`src/rtl/line_pkg.sv`:
```
// line_pkg: shared types and default parameters for the line segment scheduler.
package line_pkg;
  localparam int DEF_NSEG = 8;
  localparam int DEF_CW   = 12;
  localparam int DEF_TMO  = 4096;
  typedef struct packed {
    logic [DEF_CW-1:0] x0;
    logic [DEF_CW-1:0] y0;
    logic [DEF_CW-1:0] x1;
    logic [DEF_CW-1:0] y1;
    logic              ena;
  } seg_t;
  typedef enum logic [1:0] {IDLE, SCAN, ISSUE, WAIT} sched_state_t;
endpackage

```
`src/rtl/seg_bank.sv`:
```
// seg_bank: shadow/active segment tables; software writes the shadow and a copy strobe loads the active bank.
module seg_bank import line_pkg::*; #(
  parameter int NSEG = DEF_NSEG,
  localparam int IW  = $clog2(NSEG)
) (
  input  logic          clk_i,
  input  logic          rst_ni,
  input  logic          wr_en_i,
  input  logic [IW-1:0] wr_idx_i,
  input  seg_t          wr_seg_i,
  input  logic          copy_i,
  input  logic [IW-1:0] rd_idx_i,
  output seg_t          rd_seg_o
);
  seg_t sh_q  [NSEG];
  seg_t act_q [NSEG];
  // A write landing in the copy cycle bypasses into the active bank.
  always_ff @(posedge clk_i or negedge rst_ni)
    if (!rst_ni) begin
      for (int i = 0; i < NSEG; i++) begin
        sh_q[i]  <= '0;
        act_q[i] <= '0;
      end
    end else begin
      for (int i = 0; i < NSEG; i++) begin
        if (wr_en_i && wr_idx_i == IW'(i)) sh_q[i] <= wr_seg_i;
        if (copy_i) act_q[i] <= (wr_en_i && wr_idx_i == IW'(i)) ? wr_seg_i : sh_q[i];
      end
    end
  assign rd_seg_o = act_q[rd_idx_i];
endmodule

```
`src/rtl/line_scheduler.sv`:
```
// line_scheduler: per-frame sequencer issuing enabled table segments to the line drawer with a done/timeout handshake.
module line_scheduler import line_pkg::*; #(
  parameter int NSEG = DEF_NSEG,
  parameter int CW   = DEF_CW,
  parameter int TMO  = DEF_TMO,
  localparam int IW  = $clog2(NSEG),
  localparam int TW  = $clog2(TMO)
) (
  input  logic          vga_clk,
  input  logic          rst_n,
  input  logic          vsync,
  input  logic          wr_en,
  input  logic [IW-1:0] wr_idx,
  input  logic [CW-1:0] wr_x0,
  input  logic [CW-1:0] wr_y0,
  input  logic [CW-1:0] wr_x1,
  input  logic [CW-1:0] wr_y1,
  input  logic          wr_ena,
  output logic [CW-1:0] seg_x0,
  output logic [CW-1:0] seg_y0,
  output logic [CW-1:0] seg_x1,
  output logic [CW-1:0] seg_y1,
  output logic          seg_start,
  input  logic          eng_done,
  output logic [IW-1:0] seg_idx,
  output logic          busy,
  output logic          frame_done,
  output logic          overrun,
  output logic          timeout
);
  sched_state_t    state_q, state_d;
  logic [IW-1:0]   ptr_q, ptr_d, idx_q, idx_d;
  logic [TW-1:0]   cnt_q, cnt_d;
  logic [4*CW-1:0] coord_q, coord_d;
  logic            vs_q, busy_q, busy_d, fd_q, fd_d, ov_q, ov_d, to_q, to_d;
  logic            rise, copy, last, expire, adv;
  seg_t            wr_seg, rd_seg;

  assign wr_seg = {wr_x0, wr_y0, wr_x1, wr_y1, wr_ena};

  seg_bank #(.NSEG(NSEG)) u_bank (
    .clk_i    (vga_clk),
    .rst_ni   (rst_n),
    .wr_en_i  (wr_en),
    .wr_idx_i (wr_idx),
    .wr_seg_i (wr_seg),
    .copy_i   (copy),
    .rd_idx_i (ptr_q),
    .rd_seg_o (rd_seg)
  );

  assign rise   = vsync && !vs_q;
  assign last   = ptr_q == IW'(NSEG-1);
  assign expire = cnt_q == TW'(TMO-1);
  assign adv    = state_q == WAIT && (eng_done || expire);

  always_comb begin
    state_d = state_q;
    ptr_d   = ptr_q;
    idx_d   = idx_q;
    coord_d = coord_q;
    busy_d  = busy_q;
    fd_d    = 1'b0;
    ov_d    = rise && busy_q;
    to_d    = to_q || (adv && !eng_done);
    copy    = 1'b0;
    // Counting spans ISSUE so expiry lands exactly TMO cycles after seg_start.
    cnt_d   = (state_q == ISSUE || state_q == WAIT) ? cnt_q + TW'(1) : '0;
    case (state_q)
      IDLE: if (rise) begin
        copy    = 1'b1;
        ptr_d   = '0;
        busy_d  = 1'b1;
        state_d = SCAN;
      end
      SCAN: if (rd_seg.ena) begin
        state_d = ISSUE;
        idx_d   = ptr_q;
        coord_d = {rd_seg.x0, rd_seg.y0, rd_seg.x1, rd_seg.y1};
      end else if (last) begin
        state_d = IDLE;
        busy_d  = 1'b0;
        fd_d    = 1'b1;
      end else ptr_d = ptr_q + IW'(1);
      ISSUE: state_d = WAIT;
      WAIT: if (adv) begin
        state_d = last ? IDLE : SCAN;
        busy_d  = !last;
        fd_d    = last;
        ptr_d   = last ? ptr_q : ptr_q + IW'(1);
      end
      default: state_d = IDLE;
    endcase
  end

  always_ff @(posedge vga_clk or negedge rst_n)
    if (!rst_n) begin
      state_q <= IDLE;
      ptr_q   <= '0;
      idx_q   <= '0;
      cnt_q   <= '0;
      coord_q <= '0;
      vs_q    <= 1'b0;
      busy_q  <= 1'b0;
      fd_q    <= 1'b0;
      ov_q    <= 1'b0;
      to_q    <= 1'b0;
    end else begin
      state_q <= state_d;
      ptr_q   <= ptr_d;
      idx_q   <= idx_d;
      cnt_q   <= cnt_d;
      coord_q <= coord_d;
      vs_q    <= vsync;
      busy_q  <= busy_d;
      fd_q    <= fd_d;
      ov_q    <= ov_d;
      to_q    <= to_d;
    end

  assign {seg_x0, seg_y0, seg_x1, seg_y1} = coord_q;
  assign seg_start  = state_q == ISSUE;
  assign seg_idx    = idx_q;
  assign busy       = busy_q;
  assign frame_done = fd_q;
  assign overrun    = ov_q;
  assign timeout    = to_q;
endmodule

```
`config.mk`:
```
export PLATFORM = sky130hd
export DESIGN_NAME = line_scheduler
export DESIGN_NICKNAME = d
export VERILOG_FILES = /design/src/rtl/line_pkg.sv /design/src/rtl/seg_bank.sv /design/src/rtl/line_scheduler.sv
export SDC_FILE = /design/constraint.sdc
export NUM_CORES = 1
export LEC_CHECK = 0
export BUFFER_PORTS_ARGS = -buffer_cell sky130_fd_sc_hd__buf_2
export CORE_MARGIN = 2
export CORE_UTILIZATION = 50
export CTS_BUF_LIST = sky130_fd_sc_hd__clkbuf_8
export CTS_CLUSTER_SIZE = 30
export DETAILED_ROUTE_END_ITERATION = 10
export PLACE_DENSITY = 0.69
export SETUP_SLACK_MARGIN = 0.3
export SKIP_LAST_GASP = 1
export SLEW_MARGIN = 15
export SYNTH_ARGS = -nofsm -noshare
export SYNTH_HDL_FRONTEND = slang
export SYNTH_SLANG_ARGS = --single-unit
```
`constraint.sdc`:
```
create_clock -name vga_clk -period 2.09 [get_ports vga_clk]
set_input_delay 0.3135 -clock vga_clk [delete_from_list [all_inputs] [get_ports vga_clk]]
set_output_delay 0.3135 -clock vga_clk [all_outputs]
set_load 0.005 [all_outputs]
```
==> results of run 1 <==
==> layer usage <==
layer | track usage [%] | vias up | routed length [microns]
li1 | - | 8575 | -
met1 | 29.0 | 10700 | 36400
met2 | 37.5 | 336 | 40900
met3 | 4.07 | 139 | 3030
met4 | 6.74 | 4 | 1660
met5 | 0 | - | 26
==> layout make-up <==
class / instances / share of cell area [%]
Antenna cell: 2 / 0.0116
Clock buffer: 187 / 5.97
Clock inverter: 62 / 0.781
Inverter: 6 / 0.0522
Multi-Input combinational cell: 1128 / 29.9
Sequential cell: 857 / 49.8
Tap cell: 931 / 2.70
Timing Repair Buffer: 394 / 10.9
==> Yosys cell counts (all sizes together) (6+ instances only) <==
master / count
mux2: 787
mux4: 96
o21ai: 55
nand3: 6
xor2: 6
dfrtp: 857
ha: 8
buf: 61
inv: 6
mux2i: 55
nor2: 17
nand2: 57
clkbuf: 63
==> cells by family (layout without fill, tap and decap cells) <==
family	count (synthesis)	after routing
AOI/OAI and AO/OA	64	64
DFF	857	857
buffers and inverters	130	649
xor gates and xnor gates	9	9
adders and majority gates	8	8
other	0	2
muxes	938	938
and+or+nand+nor	109	109
==> stage by stage <==
step	setup WS [ns]	TNS [ns]	cells
after floorplan	0.207	0	2115
after global placement	-0.0223	-0.0641	3156
after detailed placement	-0.0381	-0.654	3156
after CTS	0.115	0	3494
after global routing	-0.0227	-0.0990	3567
final	0.0251	0	3567
==> power groups by stage <==
| stage | logic (mW) | clock network (mW) | registers (mW) |
|---|---|---|---|
| 2_1_floorplan | 11.4 | 0 | 24.4 |
| 3_3_place_gp | 15.1 | 0 | 25.1 |
| 3_5_place_dp | 15.7 | 0 | 25.4 |
| 4_1_cts | 16.9 | 15.1 | 25.1 |
| 5_1_grt | 20.4 | 15.9 | 25.9 |
| 6_report | 19.0 | 14.7 | 25.3 |
==> path summary, 6_finish.rpt <==
path / to / cells past startpoint
max in group asynchronous: u_bank.sh_q[356] / 5
min in group asynchronous: u_bank.act_q[178] / 3
worst min register to register: coord_q[9] / 2
worst min-delay path: vs_q / 2
worst max register to register: ptr_q[0] / 8
worst max-delay path: ptr_q[0] / 8
==> what timing repair did <==
item,CTS,global route
pin swaps,3,20
endpoints found under the hold margin,1045,0
resized for setup,38,110
endpoints found under the setup margin,446,449
gates cloned,7,43
setup buffers,28,28
hold buffers,54,0
==> sequential cells by signal, indices dropped and copies added, names as in the netlist, named ones only <==
signal / cells
u_bank.act_q: 392
frame_done: 1
cnt_q: 12
coord_q: 48
state_q: 1
vs_q: 1
u_bank.sh_q: 392
overrun: 1
seg_idx: 3
timeout: 1
ptr_q: 3
busy: 1
==> worst max-delay path: cells and delay by family, from the launching register on <==
kind	cells	cell delay, ns
DFF	1	0.54
buffers and inverters	3	0.46
muxes	2	0.43
and+or+nand+nor	2	0.31
AOI/OAI and AO/OA	1	0.21
==> load_flow_metrics.sql, run 1 <==
INSERT INTO impl_metrics (metric_group, metric, value, unit) VALUES
('power_and_ir_drop', 'design_power_total', '59.0', 'mW'),
('critical_path', 'regToRegStartpoint', 'ptr_q[0]', ''),
('clock_tree', 'clock_insertion_delay_worst_skew', '0.79', 'ns'),
('cells_and_area', 'most_common_cell_after_layout_fill_and_taps_aside', 'dfrtp_1', ''),
('routing', 'totalWireLength', '82000', 'microns'),
('critical_path', 'setup.reg_to_reg.worst_slack', '0.03', 'ns'),
('min_path', 'min-delay-path-class', 'in2reg', ''),
('yosys', 'largest_family_of_logic_cells_by_synthesized_area', 'multiplexers', ''),
('floorplan', 'initial_core_util', '50.5', '%'),
('min_path', 'min_from', 'vsync', ''),
('critical_path', 'worst_path_largest_cell_delay', '0.54', 'ns'),
('global_route', 'global_route.overflow_total', '0', ''),
('timing', 'finalWorstPathRequiredPeriod', '2.06', 'ns'),
('critical_path', 'timing.critical_path.to_type', 'register', ''),
('critical_path', 'worstPathCellList', 'buf_6 > mux2i_1 > a22oi_2 > nand4_1 > buf_6 > buf_6 > nor3b_4 > mux2_4', ''),
('yosys', 'synth_top_flop_cell', 'dfrtp_1', ''),
('global_route', 'grt_max_degree', '85', ''),
('yosys', 'synthDominantCellAreaShare', '61.9', '%'),
('global_route', 'vias_in_the_first_global_route', '21400', ''),
('clock_tree', 'cts_buffers', '141', ''),
('clock_tree', 'number_of_clock_sinks', '857', ''),
('power_and_ir_drop', 'power-per-cell-area', '1370', 'nW/um^2'),
('critical_path', 'cp_data_required_time', '2.75', 'ns'),
('timing', 'report.final.setup_viol', '0', ''),
('clock_tree', 'clkTransAtPathRegs', '0.06', 'ns'),
('yosys', 'post_synth_mux_area_share', '33.4', '%'),
('routing', 'final_antenna_net_count', '0', ''),
('timing', 'finalHoldViolations', '0', ''),
('placement', 'dpl_cell_area', '37500', 'sq um'),
('cells_and_area', 'utilization', '62.9', '%'),
('floorplan', 'io_pins', '113', ''),
('power_and_ir_drop', 'max-vdd-ir-drop', '0.836', 'mV'),
('global_route', 'globalRouteTotalUtil', '22.1', '%'),
('yosys', 'synth_xor_xnor_area_share', '0.228', '%'),
('clock_tree', 'clock_tree_from_tritoncts', 'done', ''),
('yosys', 'synth.cell_area', '34600', 'sq um'),
('power_and_ir_drop', 'combPwrFrac', '32.2', '%'),
('routing', 'wl_per_cell', '23.0', 'microns'),
('critical_path', 'worst-setup-path-type', 'reg2reg', ''),
('floorplan', 'core_region_area', '68600', 'sq um'),
('routing', 'route.detailed.drc', '0', ''),
('cells_and_area', 'final_layout_size_suffix_gt1_share', '56.3', '%'),
('timing', 'max_freq', '484', 'MHz'),
('floorplan', 'die-width', '267', 'microns'),
('cells_and_area', 'design.final.nets', '2593', ''),
('cells_and_area', 'area_of_combinational_cells_with_multiple_inputs', '12900', 'sq um'),
('clock_tree', 'htree_levels', '4', ''),
('timing', 'finalClockSkew', '0.0349', 'ns'),
('critical_path', 'worst_path_most_repeated_cell', 'buf_6', ''),
('timing', 'worst_slew_margin_rel', '59.2', '%'),
('floorplan', 'num_rows', '96', ''),
('placement', 'buffer_ports.inserted', '112', ''),
('cells_and_area', 'fill_cells', '4896', ''),
('critical_path', 'critical_path_arrival', '2.72', 'ns'),
('run_status', 'status', 'completed', ''),
('yosys', 'synth_area_leaders', 'dfrtp_1 62%, mux2_2 26%, mux4_2 6.2%', ''),
('clock_tree', 'root_buffer_cell', 'clkbuf_8', ''),
('power_and_ir_drop', 'total_leakage_power', '19.6', 'nW'),
('floorplan', 'die_area', '71400', 'sq um'),
('yosys', 'synth_compound_area_share', '0.994', '%'),
('cells_and_area', 'mostFrequentLayoutCells', '854 x dfrtp_1, 783 x mux2_2, 187 x clkbuf_8', ''),
('power_and_ir_drop', 'power.share.clock', '25.0', '%'),
('yosys', 'syn-mean-instance-area', '16.4', 'sq um'),
('routing', 'viasPerCell', '5.53', ''),
('yosys', 'postSynthCellCount', '2115', ''),
('timing', 'fin_hold_ws', '0.206', 'ns'),
('timing', 'timing_worst_slew_pin_value', '0.612', 'ns'),
('yosys', 'post_synth_fa_ha_maj_area_fraction', '0.289', '%'),
('yosys', 'synth_enable_flop_cells', '0', ''),
('floorplan', 'die_height', '267', 'microns'),
('power_and_ir_drop', 'seq_power_share', '42.8', '%');
Power figures use the tool's default switching activity.
==> run 2, diff against run 1 <==
--- a/config.mk
+++ b/config.mk
@@ -12,6 +12,7 @@
 export CTS_CLUSTER_SIZE = 30
 export DETAILED_ROUTE_END_ITERATION = 10
 export PLACE_DENSITY = 0.69
+export RECOVER_POWER = 25
 export SETUP_SLACK_MARGIN = 0.3
 export SKIP_LAST_GASP = 1
 export SLEW_MARGIN = 15
==> load_flow_metrics.sql, run 2 (synthesis results as in run 1) <==
INSERT INTO impl_metrics (metric_group, metric, value, unit) VALUES
('cells_and_area', 'utilization', '62.4', '%'),
('floorplan', 'num_rows', '96', ''),
('routing', 'final_antenna_net_count', '0', ''),
('power_and_ir_drop', 'power-per-cell-area', '1370', 'nW/um^2'),
('global_route', 'vias_in_the_first_global_route', '21400', ''),
('job', 'timing.max_cap.violations', '2', ''),
('placement', 'placement.setup.worst_slack', '-0.0381', 'ns'),
('routing', 'wl_per_cell', '23.0', 'microns'),
('clock_tree', 'max-clock-path-buffers', '3', ''),
('run_status', 'violated_checks', 'max-capacitance violations, max-slew violations', ''),
('timing', 'rsz0062_at_grt', 'yes', ''),
('clock_tree', 'cts_buffers', '141', ''),
('cells_and_area', 'layout_overhead_on_the_synthesized_area', '23.6', '%'),
('timing', 'timing_max_transition_violations_final', '37', ''),
('floorplan', 'die-width', '267', 'microns'),
('routing', 'vias', '19700', ''),
('critical_path', 'critical_path_arrival', '2.72', 'ns'),
('global_route', 'globalRouteMet2Util', '37.5', '%'),
('routing', 'viasPerCell', '5.51', ''),
('routing', 'drt_iter0_markers', '1028', ''),
('critical_path', 'sort_of_element_at_the_start_of_the_critical_path', 'register', ''),
('global_route', 'grtUsageMet1', '29.0', '%'),
('cells_and_area', 'largest_registers', 'u_bank.act_q x392, u_bank.sh_q x392, coord_q x48', ''),
('cells_and_area', 'design.final.nets', '2593', ''),
('run_status', 'status', 'finished, violations left', ''),
('placement', 'numPlacedInstances', '3156', ''),
('critical_path', 'crit_path_max_fanout', '6', ''),
('timing', 'timing.setup.tns', '0', 'ns'),
('global_route', 'grt_first_pass_wirelength', '121000', 'microns'),
('placement', 'buffer_ports.inserted', '112', ''),
('clock_tree', 'clock_insertion_delay_worst_skew', '0.79', 'ns'),
('timing', 'finalCritPeriodShare', '98.5', '%'),
('timing', 'finalHoldViolations', '0', ''),
('timing', 'worst_slew_margin_rel', '-11.3', '%'),
('global_route', 'grt_max_degree', '85', ''),
('timing', 'finalClockSkew', '0.0351', 'ns'),
('floorplan', 'io_pins', '113', ''),
('placement', 'dpl_cell_area', '37500', 'sq um'),
('routing', 'route.detailed.drc', '0', ''),
('clock_tree', 'root_buffer_cell', 'clkbuf_8', ''),
('placement', 'place_hpwl', '45400', 'microns'),
('cells_and_area', 'final_layout_size_suffix_gt1_share', '50.8', '%'),
('clock_tree', 'number_of_clock_sinks', '857', ''),
('timing', 'report.final.setup_viol', '0', ''),
('clock_tree', 'clock_tree_from_tritoncts', 'done', ''),
('floorplan', 'die_area', '71400', 'sq um'),
('timing', 'fin_hold_ws', '0.235', 'ns'),
('timing', 'final_setup_slack_of_the_worst_path', '0.0312', 'ns'),
('floorplan', 'initial_core_util', '50.5', '%'),
('cells_and_area', 'most_common_cell_after_layout_fill_and_taps_aside', 'dfrtp_1', ''),
('timing', 'timing_worst_slew_pin_value', '1.67', 'ns'),
('global_route', 'globalRouteTotalUtil', '22.1', '%'),
('floorplan', 'core_region_area', '68600', 'sq um'),
('routing', 'totalWireLength', '81900', 'microns'),
('critical_path', 'timing.critical_path.to_type', 'register', ''),
('cells_and_area', 'fill_cells', '4936', ''),
('global_route', 'global_route.usage.met3', '4.07', '%'),
('timing', 'finalWorstPathRequiredPeriod', '2.06', 'ns'),
('power_and_ir_drop', 'total_leakage_power', '19.4', 'nW'),
('cells_and_area', 'layoutNonFillerInstCount', '3567', ''),
('power_and_ir_drop', 'max-vdd-ir-drop', '0.834', 'mV'),
('floorplan', 'die_height', '267', 'microns'),
('timing', 'max_freq', '486', 'MHz'),
('critical_path', 'cp_data_required_time', '2.75', 'ns'),
('min_path', 'min-delay-path-class', 'in2reg', ''),
('cells_and_area', 'finish.instance_area', '42800', 'sq um'),
('power_and_ir_drop', 'design_power_total', '58.8', 'mW'),
('global_route', 'top_usage_layer', 'met2', ''),
('critical_path', 'worst-setup-path-type', 'reg2reg', ''),
('routing', 'drt_pre_antenna_iters', '5', ''),
('cells_and_area', 'mostFrequentLayoutCells', '854 x dfrtp_1, 660 x mux2_2, 187 x clkbuf_8', ''),
('global_route', 'number_of_antenna_violations_at_the_first_check_in_global_routing', '4', ''),
('clock_tree', 'clkTransAtPathRegs', '0.06', 'ns'),
('clock_tree', 'htree_levels', '4', ''),
('global_route', 'global_route.overflow_total', '0', ''),
('placement', 'gp_routability_congestion', '0.737', '');
[run 2: changes by cell type in the layout (fill, tap and decap cells not counted), moves of 2 or more]
cell	previous run	this run
clkbuf_2	0	8
buf_2	110	108
buf_4	86	76
mux2_1	2	125
clkbuf_1	0	20
mux2_2	783	660
buf_12	71	54
nor3_1	1	3
[run 2: critical path, stage by stage (launching register included)]
cell and delay (ns):
dfrtp_4 0.54, buf_6 0.16, mux2i_1 0.12, a22oi_2 0.20
nand4_1 0.16, buf_6 0.19, buf_6 0.11, nor3b_4 0.15
mux2_4 0.31
[run 2: path summary, 6_finish.rpt]
path,from,end,slack [ns],cells after the start
hold reg to reg,coord_q[9],coord_q[9],0.47,2
setup / recovery,ptr_q[0],ptr_q[0],0.03,8
max in group asynchronous,rst_n,u_bank.act_q[198],0.21,5
setup reg to reg,ptr_q[0],ptr_q[0],0.03,8
min in group asynchronous,rst_n,u_bank.act_q[178],0.50,3
hold / removal,vsync,vs_q,0.23,2
[run 2: power by group]
group	switching [mW]	total [mW]	internal (mW)
logic	7.77	18.9	11.1
registers	2.72	25.3	22.5
clock network	6.59	14.7	8.14
total	17.1	58.8	41.8
[run 2: metal layers]
| metal | up-vias | routed length (microns) |
|---|---|---|
| met5 | - | 26 |
| met4 | 4 | 1590 |
| met3 | 126 | 2940 |
| met2 | 314 | 41000 |
| met1 | 10700 | 36300 |
| li1 | 8551 | - |
[run 2: final cells by class]
type	instances	area (sq um)	area share (%)
diodes	2	5.00	0.0117
clock buffers	187	2570	6.01
clock inverters	62	337	0.787
inverters	6	22.5	0.0526
multi-input cells	1128	12900	30.0
flip-flops and latches	857	21500	50.1
well taps	931	1160	2.72
repair buffers	394	4380	10.2
[run 2: timing repair]
action	in CTS	in global routing
buffers inserted	28	28
endpoints found under the setup margin	446	449
hold buffers	54	0
gates resized for setup	38	110
cloned	7	43
endpoints found under the hold margin	1045	0
pin swaps	3	20
